--- config.mk ---
export PLATFORM = sky130hd
export DESIGN_NAME = start_text_renderer
export DESIGN_NICKNAME = d
export VERILOG_FILES = /design/src/rtl/start_text_renderer.sv
export SDC_FILE = /design/constraint.sdc
export NUM_CORES = 1
export LEC_CHECK = 0
export BUFFER_PORTS_ARGS = -buffer_cell sky130_fd_sc_hd__buf_2
export CAP_MARGIN = 10
export CORE_MARGIN = 5
export CORE_UTILIZATION = 45
export CTS_BUF_LIST = sky130_fd_sc_hd__clkbuf_4 sky130_fd_sc_hd__clkbuf_8
export CTS_CLUSTER_SIZE = 16
export DETAILED_ROUTE_END_ITERATION = 7
export HOLD_SLACK_MARGIN = 0.03
export PLACE_DENSITY_LB_ADDON = 0.3
export SLEW_MARGIN = 20
export SYNTH_ARGS = -nofsm -noshare
export SYNTH_HDL_FRONTEND = slang
export SYNTH_SLANG_ARGS = --single-unit
export TNS_END_PERCENT = 5
--- constraint.sdc ---
create_clock -name Clk -period 3.7 [get_ports Clk]
set_input_delay 0.185 -clock Clk [delete_from_list [all_inputs] [get_ports Clk]]
set_output_delay 0.185 -clock Clk [all_outputs]
set_load 0.02 [all_outputs]
--- src/rtl/start_text_renderer.sv ---
// start_text_renderer: start-screen text overlay and start-screen FSM.
//  - Maps DrawX/DrawY onto glyph ROM addresses (addr = {char, row}), registers
//    the returned row byte lane and emits text_on two Clk after each pixel.
//  - Blinks the prompt every BLINK_FRAMES frames, acknowledges a start_key
//    rising edge with ACK_FRAMES of solid text, then pulses game_start.
//  - Build option START_TEXT_SCALE2_EN: draws glyphs at 2x (16x32 px cells).
//    Without it the text is drawn at 1x (8x16 px cells). FSM and pipeline
//    timing are identical in both builds.
//  - dbg_state exposes the FSM state (0 = BLINK, 1 = ACK, 2 = DONE).
module start_text_renderer #(
  parameter int TEXT_X       = 264,
  parameter int TEXT_Y       = 232,
  parameter int NUM_CHARS    = 14,
  parameter int BLINK_FRAMES = 30,
  parameter int ACK_FRAMES   = 60
) (
  input  logic        Clk,
  input  logic        Reset,
  input  logic [9:0]  DrawX,
  input  logic [9:0]  DrawY,
  input  logic        VS,
  input  logic        start_key,
  input  logic        show_req,
  input  logic [7:0]  rom_data,
  output logic [10:0] rom_addr,
  output logic        text_on,
  output logic        game_start,
  output logic        screen_active,
  output logic [1:0]  dbg_state
);

`ifdef START_TEXT_SCALE2_EN
  localparam int CELL_W = 16;
  localparam int WIN_H  = 32;
`else
  localparam int CELL_W = 8;
  localparam int WIN_H  = 16;
`endif
  localparam int WIN_W = CELL_W * NUM_CHARS;

  localparam logic [10:0] X_LO = 11'(TEXT_X);
  localparam logic [10:0] X_HI = 11'(TEXT_X + WIN_W);
  localparam logic [10:0] Y_LO = 11'(TEXT_Y);
  localparam logic [10:0] Y_HI = 11'(TEXT_Y + WIN_H);

  localparam logic [7:0] BLINK_LAST = 8'(BLINK_FRAMES - 1);
  localparam logic [7:0] ACK_LAST   = 8'(ACK_FRAMES - 1);

  typedef enum logic [1:0] {
    ST_BLINK = 2'd0,
    ST_ACK   = 2'd1,
    ST_DONE  = 2'd2
  } state_t;

  // FSM registers
  state_t      state_q, state_d;
  logic [7:0]  blink_cnt_q, blink_cnt_d;
  logic        blink_phase_q, blink_phase_d;
  logic [7:0]  ack_cnt_q, ack_cnt_d;
  logic        game_start_q, game_start_d;
  logic        screen_active_q, screen_active_d;
  logic        vs_q, start_key_q;

  // Pixel pipeline registers
  logic [10:0] rom_addr_q, rom_addr_d;
  logic [2:0]  pix_col_q, pix_col_d;
  logic        win_q, win_d;
  logic        vis_q, vis_d;
  logic        text_on_q, text_on_d;

  logic [9:0]  dx, dy;
  logic        in_win;
  logic        frame_tick, key_rise;
  logic        unused_bits;

  assign frame_tick = vs_q & ~VS;
  assign key_rise   = start_key & ~start_key_q;

  // Window test first, then derive cell/row/column only for in-window pixels.
  always_comb begin
    in_win = ({1'b0, DrawX} >= X_LO) && ({1'b0, DrawX} < X_HI) &&
             ({1'b0, DrawY} >= Y_LO) && ({1'b0, DrawY} < Y_HI) &&
             (DrawX <= 10'd639) && (DrawY <= 10'd479);
    dx = DrawX - 10'(TEXT_X);
    dy = DrawY - 10'(TEXT_Y);
    rom_addr_d = '0;
    pix_col_d  = '0;
    if (in_win) begin
`ifdef START_TEXT_SCALE2_EN
      rom_addr_d = {1'b0, dx[9:4], dy[4:1]};
      pix_col_d  = dx[3:1];
`else
      rom_addr_d = {dx[9:3], dy[3:0]};
      pix_col_d  = dx[2:0];
`endif
    end
    win_d     = in_win;
    vis_d     = ((state_q == ST_BLINK) && blink_phase_q) || (state_q == ST_ACK);
    text_on_d = win_q & vis_q & rom_data[3'd7 - pix_col_q];
  end

`ifdef START_TEXT_SCALE2_EN
  assign unused_bits = ^{dx[0], dy[9:5], dy[0]};
`else
  assign unused_bits = ^{dy[9:4]};
`endif

  // Two-stage pixel pipeline: address/column/visibility, then bit select.
  always_ff @(posedge Clk or negedge Reset) begin
    if (!Reset) begin
      rom_addr_q <= '0;
      pix_col_q  <= '0;
      win_q      <= 1'b0;
      vis_q      <= 1'b0;
      text_on_q  <= 1'b0;
    end else begin
      rom_addr_q <= rom_addr_d;
      pix_col_q  <= pix_col_d;
      win_q      <= win_d;
      vis_q      <= vis_d;
      text_on_q  <= text_on_d;
    end
  end

  // Next-state logic: a start_key edge in BLINK takes priority over the
  // blink counter, so a coincident frame_tick leaves the blink state alone.
  always_comb begin
    state_d       = state_q;
    blink_cnt_d   = blink_cnt_q;
    blink_phase_d = blink_phase_q;
    ack_cnt_d     = ack_cnt_q;
    game_start_d  = 1'b0;
    case (state_q)
      ST_BLINK: begin
        if (key_rise) begin
          state_d   = ST_ACK;
          ack_cnt_d = '0;
        end else if (frame_tick) begin
          if (blink_cnt_q == BLINK_LAST) begin
            blink_cnt_d   = '0;
            blink_phase_d = ~blink_phase_q;
          end else begin
            blink_cnt_d = blink_cnt_q + 8'd1;
          end
        end
      end
      ST_ACK: begin
        if (frame_tick) begin
          if (ack_cnt_q == ACK_LAST) begin
            state_d      = ST_DONE;
            game_start_d = 1'b1;
          end else begin
            ack_cnt_d = ack_cnt_q + 8'd1;
          end
        end
      end
      ST_DONE: begin
        if (show_req) begin
          state_d       = ST_BLINK;
          blink_cnt_d   = '0;
          blink_phase_d = 1'b1;
        end
      end
      default: begin
        state_d       = ST_BLINK;
        blink_cnt_d   = '0;
        blink_phase_d = 1'b1;
      end
    endcase
    screen_active_d = (state_d != ST_DONE);
  end

  // FSM state, counters, input edge history and registered FSM outputs.
  always_ff @(posedge Clk or negedge Reset) begin
    if (!Reset) begin
      state_q         <= ST_BLINK;
      blink_cnt_q     <= '0;
      blink_phase_q   <= 1'b1;
      ack_cnt_q       <= '0;
      game_start_q    <= 1'b0;
      screen_active_q <= 1'b0;
      vs_q            <= 1'b1;
      start_key_q     <= 1'b1;
    end else begin
      state_q         <= state_d;
      blink_cnt_q     <= blink_cnt_d;
      blink_phase_q   <= blink_phase_d;
      ack_cnt_q       <= ack_cnt_d;
      game_start_q    <= game_start_d;
      screen_active_q <= screen_active_d;
      vs_q            <= VS;
      start_key_q     <= start_key;
    end
  end

  assign rom_addr      = rom_addr_q;
  assign text_on       = text_on_q;
  assign game_start    = game_start_q;
  assign screen_active = screen_active_q;
  assign dbg_state     = state_q;

endmodule
After elaboration in Yosys (flattened, before gate mapping)
Cells that the tools add are included.
- add/sub/neg operators: 5
- multipliers: 0
- divide/modulo/power cells: 0
- magnitude comparators: 7
- equality and inequality tests: 12
- shift operators: 0
- mux-type cells: 26
- bitwise logic cells: 8
- reductions and logical operators: 12
- operator list (operator ; number):
    8-bit 2-to-1 mux ; 7
    8-bit one-hot mux with 3 select lines ; 1
    8-bit by 1-bit adder with 8-bit output, second input constant ; 2
    8-bit one-hot mux with 2 select lines ; 1
    2-bit inequality test, second input constant ; 7
    11-bit 2-to-1 mux ; 1
    10-bit by 8-bit >= comparator with 1-bit output, second input constant ; 1
    10-bit by 9-bit >= comparator with 1-bit output, second input constant ; 1
    10-bit <= comparator, second input constant ; 1
    10-bit by 9-bit <= comparator with 1-bit output, second input constant ; 1
    10-bit by 8-bit less-than comparator with 1-bit output, second input constant ; 1
    10-bit by 9-bit less-than comparator with 1-bit output, second input constant ; 1
    10-bit by 9-bit subtractor with 10-bit output, second input constant ; 1
    8-bit by 5-bit equality test with 1-bit output, second input constant ; 1
    8-bit by 6-bit equality test with 1-bit output, second input constant ; 1
    1-bit 2-to-1 mux ; 8
    2-bit 2-to-1 mux ; 4
    4-bit AND reduction ; 2
    1-bit logical AND ; 6
    2-bit one-hot mux with 3 select lines ; 1
    5-bit AND reduction ; 1
    1-bit AND ; 4
    3-bit by 4-bit less-than comparator with 1-bit output, second input constant ; 1
    1-bit inverter ; 4
    other kinds (11) ; 11
- flip-flop bits (word level): 40
- latch bits: 0
- RAM bits: 0
- memory bits (read-only): 0
- input port bits: 33
- output and inout bits: 16
- logic and storage cells: 83
- memories kept: 0

Logic depth before layout (Yosys ltp)
- word-level depth: 7
- gate-level depth with buffers: 8
- depth with buffers taken out: 7

Worst setup path before layout
No wires, ideal clock.
- kind: register to register
- from: register state_q[0] (netlist: dbg_state[0])
- to: register blink_cnt_q[5]
- setup time: 78 ps
- arrival time: 1704 ps
- data required time: 3622 ps
- path slack: 1918 ps
- stages on the path, launching flop included: 5
- buffers on the path: 1
- period minus slack after synthesis: 1782 ps
- cells stage by stage: dfrtp_1 buf_6 o41a_1 or4_1 a21oi_1
- longest elaborated chain between the ends: 3
- elaborated cells between the ends (all ways): 9
- classes of those cells: eq/ne: 5; mux: 1; bitwise: 1; reduce/logical: 2
- RTL lines (item ; RTL line ; text):
    start: declaration ; 56 ; state_t state_q, state_d;
    start signal: assignment ; 185 ; state_q <= state_d;
    2-bit equality test (tied with other cells) ; 133 ; case (state_q)
    2-bit inequality test (no line) or 1-bit inverter (tied branches) ; - ;
    4-bit AND reduction (no line) ; - ;
    end signal: assignment ; 186 ; blink_cnt_q <= blink_cnt_d;
    end: declaration ; 57 ; logic [7:0] blink_cnt_q, blink_cnt_d;
Parallel ways exist; a longest one is shown, timed or not.
A chain may end at the register's enable or synchronous reset.

Worst setup path in the final report
- from: input VS
- to: register ack_cnt_q[6]
- longest elaborated chain between the ends: 4
- RTL lines (item ; RTL line ; text):
    start: declaration ; 21 ; input logic VS,
    1-bit inverter ; 76 ; assign frame_tick = vs_q & ~VS;
    1-bit AND ; 76 ;
    2-bit inequality test (no line) ; - ;
    4-bit AND reduction (no line) ; - ;
    end signal: assignment ; 188 ; ack_cnt_q <= ack_cnt_d;
    end: declaration ; 59 ; logic [7:0] ack_cnt_q, ack_cnt_d;
Every way passes these cells.

==> reports/metrics.csv <==
metric;value;unit
finalCritPeriodShare;0.573;
die_w;74.4;um
grt_max_degree;41;
worstMarginPinSlew;0.943;ns
clock.fmax;0.472;GHz
placementRows;23;
setup.worst_path.class;input port to register;
synth_cells;175;
status;complete, no violations;
coreArea;0.00400;mm2
finalCoreUtilization;0.563;
timing.critical_path.max_delay_family;simple AND/OR/NAND/NOR gates;
vias_in_the_first_global_route;1374;
synth_nets;213;
totalPowerFinal;0.924;mW
regToRegEndpoint;ack_cnt_q[6];
drcViolationCount;0;
setup_repair_after_global_routing_missed_its_margin;no;
synth_cell_types;37;
final.setup_skew;0.00494;ns
cts_made_buffers;5;
slew_headroom;0.363;
worstSetupPathDepth;6;
hold_violations;0;
grt_first_pass_wirelength;5990;um
fin_crit;2.12;ns
finalSetupTns;0;ns
wire_per_inst;12.5;um
report.final.setup_viol;0;
flow.area_growth_from_synthesis;20.6;%
post_cts_resized;0;
routed-via-count;1410;
critPathLaunchType;input port;
max-cap-violations;0;
syn_area;0.00187;mm2
routed_wl;3470;um
cp_slowest_stage_delay;0.80;ns
min-delay-path-class;input port to async pin;
number_of_clock_sinks;40;
timing.critical_path.buf_inv;2;
firstDrtPassIters;4;
crit_chain;dlygate4sd3_1, buf_2, nor4bb_1, or3b_1, xor2_1, nor2_1;
postRouteAntennaNets;0;
ys_ff_latch;40;
routabilityCongestion;0.749;
leakage;1.11;nW
clk_transition_reported_paths;0.07;ns
worst_ir_drop_on_vdd;0.201;mV
fin_nets;265;
worst_setup_path_end_kind;register;
synth_seq_area_share;0.538;
most_common_cell_after_layout_fill_and_taps_aside;sky130_fd_sc_hd__buf_2;
buffer_ports.inserted;48;
critPathMaxFanout;8;
diodes;0;
drive_above_1_share;0.281;
grtUsageTotal;0.142;
yosys_warnings;0;
syn-mean-instance-area;10.7;um2
cp_data_required_time;3.85;ns
initial_core_util;0.467;
design.die.area;0.00554;mm2
ctsRootBufferMaster;sky130_fd_sc_hd__clkbuf_8;
mostFrequentLayoutCells;sky130_fd_sc_hd__buf_2 (48), sky130_fd_sc_hd__dfrtp_1 (37), sky130_fd_sc_hd__nor2_1 (21), sky130_fd_sc_hd__nand2_1 (11), sky130_fd_sc_hd__o21ai_0 (9);
report.final.slew_viol_count;0;
hold-worst-slack;0.000412;ns
critical_path.slowest_cell;sky130_fd_sc_hd__nor4bb_1;
cellPowerDensity;410;mW/mm2
pin_count;49;
drtIter0Drc;76;
r2r_slack;1.59;ns
h_tree_depth;2;
post_detailed_placement_half_perimeter_wirelength;2630;um
grt_antenna_before_repair;0;
die_h;74.4;um
clkLatencyLatePin;0.29;ns
reg2reg_from;dbg_state[1];
cts_tree;done;
worst-endpoint-arrival;2.27;ns
r2r_cells;4;
avgViaCountPerCell;5.07;
gr-total-overflow;0;
cts-root-to-sink-buffers;2;
cell type report:
class	count	area, um2
sequential	40	1000
clock buffer	6	82.6
tap	50	62.6
fill	377	1750
inverter	6	22.5
timing repair buffer	50	260
clock inverter	2	10.0
multi-input combinational	124	810
per-stage QoR:
stage	std cells	setup WS, ns	cell area, um2
CTS	278	1.55	2250
floorplan	175	1.92	1870
global placement	268	1.68	2140
detailed placement	268	1.58	2140
global route	278	1.43	2250
finish	278	1.58	2250
worst reg2reg max path, cell delays in order (launching register included):
cell,delay (ns)
sky130_fd_sc_hd__dfrtp_1,0.50
sky130_fd_sc_hd__nor4bb_1,0.86
sky130_fd_sc_hd__or3b_1,0.43
sky130_fd_sc_hd__xor2_1,0.13
sky130_fd_sc_hd__nor2_1,0.05
cell usage after synthesis:
cell | count | area (um2)
sky130_fd_sc_hd__nand3_1 | 5 | 25.0
sky130_fd_sc_hd__and3_1 | 1 | 6.26
sky130_fd_sc_hd__xnor2_1 | 2 | 17.5
sky130_fd_sc_hd__or2_2 | 1 | 6.26
sky130_fd_sc_hd__inv_1 | 5 | 18.8
sky130_fd_sc_hd__nor4_1 | 1 | 6.26
sky130_fd_sc_hd__or4_1 | 2 | 15.0
sky130_fd_sc_hd__dfstp_2 | 3 | 78.8
sky130_fd_sc_hd__or3b_1 | 1 | 8.76
sky130_fd_sc_hd__and2_1 | 8 | 50.1
sky130_fd_sc_hd__a21o_1 | 1 | 7.51
sky130_fd_sc_hd__mux2_2 | 1 | 11.3
sky130_fd_sc_hd__or2_1 | 1 | 6.26
sky130_fd_sc_hd__mux4_2 | 2 | 45.0
sky130_fd_sc_hd__nor3_1 | 1 | 5.00
sky130_fd_sc_hd__nand2_1 | 11 | 41.3
sky130_fd_sc_hd__nor4bb_1 | 3 | 30.0
sky130_fd_sc_hd__xor2_1 | 8 | 70.1
sky130_fd_sc_hd__nand4_1 | 7 | 43.8
sky130_fd_sc_hd__o31ai_1 | 2 | 15.0
sky130_fd_sc_hd__nor4b_1 | 2 | 17.5
sky130_fd_sc_hd__nor2b_1 | 3 | 18.8
sky130_fd_sc_hd__o41a_1 | 1 | 11.3
sky130_fd_sc_hd__buf_2 | 4 | 20.0
sky130_fd_sc_hd__and4_1 | 2 | 17.5
sky130_fd_sc_hd__or3_1 | 7 | 43.8
sky130_fd_sc_hd__o21ai_0 | 9 | 45.0
sky130_fd_sc_hd__nor2_1 | 21 | 78.8
sky130_fd_sc_hd__buf_6 | 1 | 11.3
sky130_fd_sc_hd__a211oi_1 | 1 | 7.51
sky130_fd_sc_hd__nand2b_1 | 3 | 18.8
sky130_fd_sc_hd__inv_2 | 1 | 3.75
sky130_fd_sc_hd__a21oi_1 | 8 | 40.0
sky130_fd_sc_hd__o211ai_1 | 1 | 7.51
sky130_fd_sc_hd__mux2i_1 | 3 | 30.0
sky130_fd_sc_hd__dfrtp_1 | 37 | 926
sky130_fd_sc_hd__ha_1 | 5 | 62.6
what timing repair did:
| action | in CTS | in global routing |
|---|---|---|
| hold buffers | 2 | 0 |
| setup buffers | 0 | 0 |
| endpoints found under the hold margin | 2 | 0 |
layer usage:
metal	routed length, um	GRT usage
met1	1490	0.183
met2	1710	0.227
met3	211	0.0473
met4	47	0.0474
met5	0	0
kinds of logic (layout without fill, tap and decap cells):
group	after synthesis	count (layout)	share of synthesized area
muxes	6	6	0.0462
and+or+nand+nor	80	80	0.235
DFF	40	40	0.538
xor gates and xnor gates	10	10	0.0469
AOI/OAI and AO/OA	23	23	0.0717
adders and majority gates	5	5	0.0335
buffers and inverters	11	64	0.0288
registers in the layout, summed over array words and instances (netlist names):
| name | cells |
|---|---|
| rom_addr | 11 |
| ack_cnt_q | 8 |
| blink_cnt_q | 8 |
| pix_col_q | 3 |
| dbg_state | 2 |
| blink_phase_q | 1 |
| game_start | 1 |
| screen_active | 1 |
| start_key_q | 1 |
| text_on | 1 |
| vis_q | 1 |
| vs_q | 1 |
| win_q | 1 |
power by group:
group          switching [mW]  leakage [nW]  internal, mW  total (mW)
sequential             0.0356         0.528         0.472       0.508
combinational          0.0626         0.528        0.0603       0.123
clock                   0.145        0.0510         0.149       0.293
worst max-delay path by stage:
stage	from	endpoint	slack [ns]
after floorplan	dbg_state[0]	blink_cnt_q[5]	1.92
after global placement	dbg_state[1]	ack_cnt_q[6]	1.68
after detailed placement	dbg_state[1]	ack_cnt_q[6]	1.58
after CTS	VS	ack_cnt_q[6]	1.55
after global routing	VS	ack_cnt_q[6]	1.43
final	VS	ack_cnt_q[6]	1.58
No activity file was read; power rests on OpenSTA's default activity.
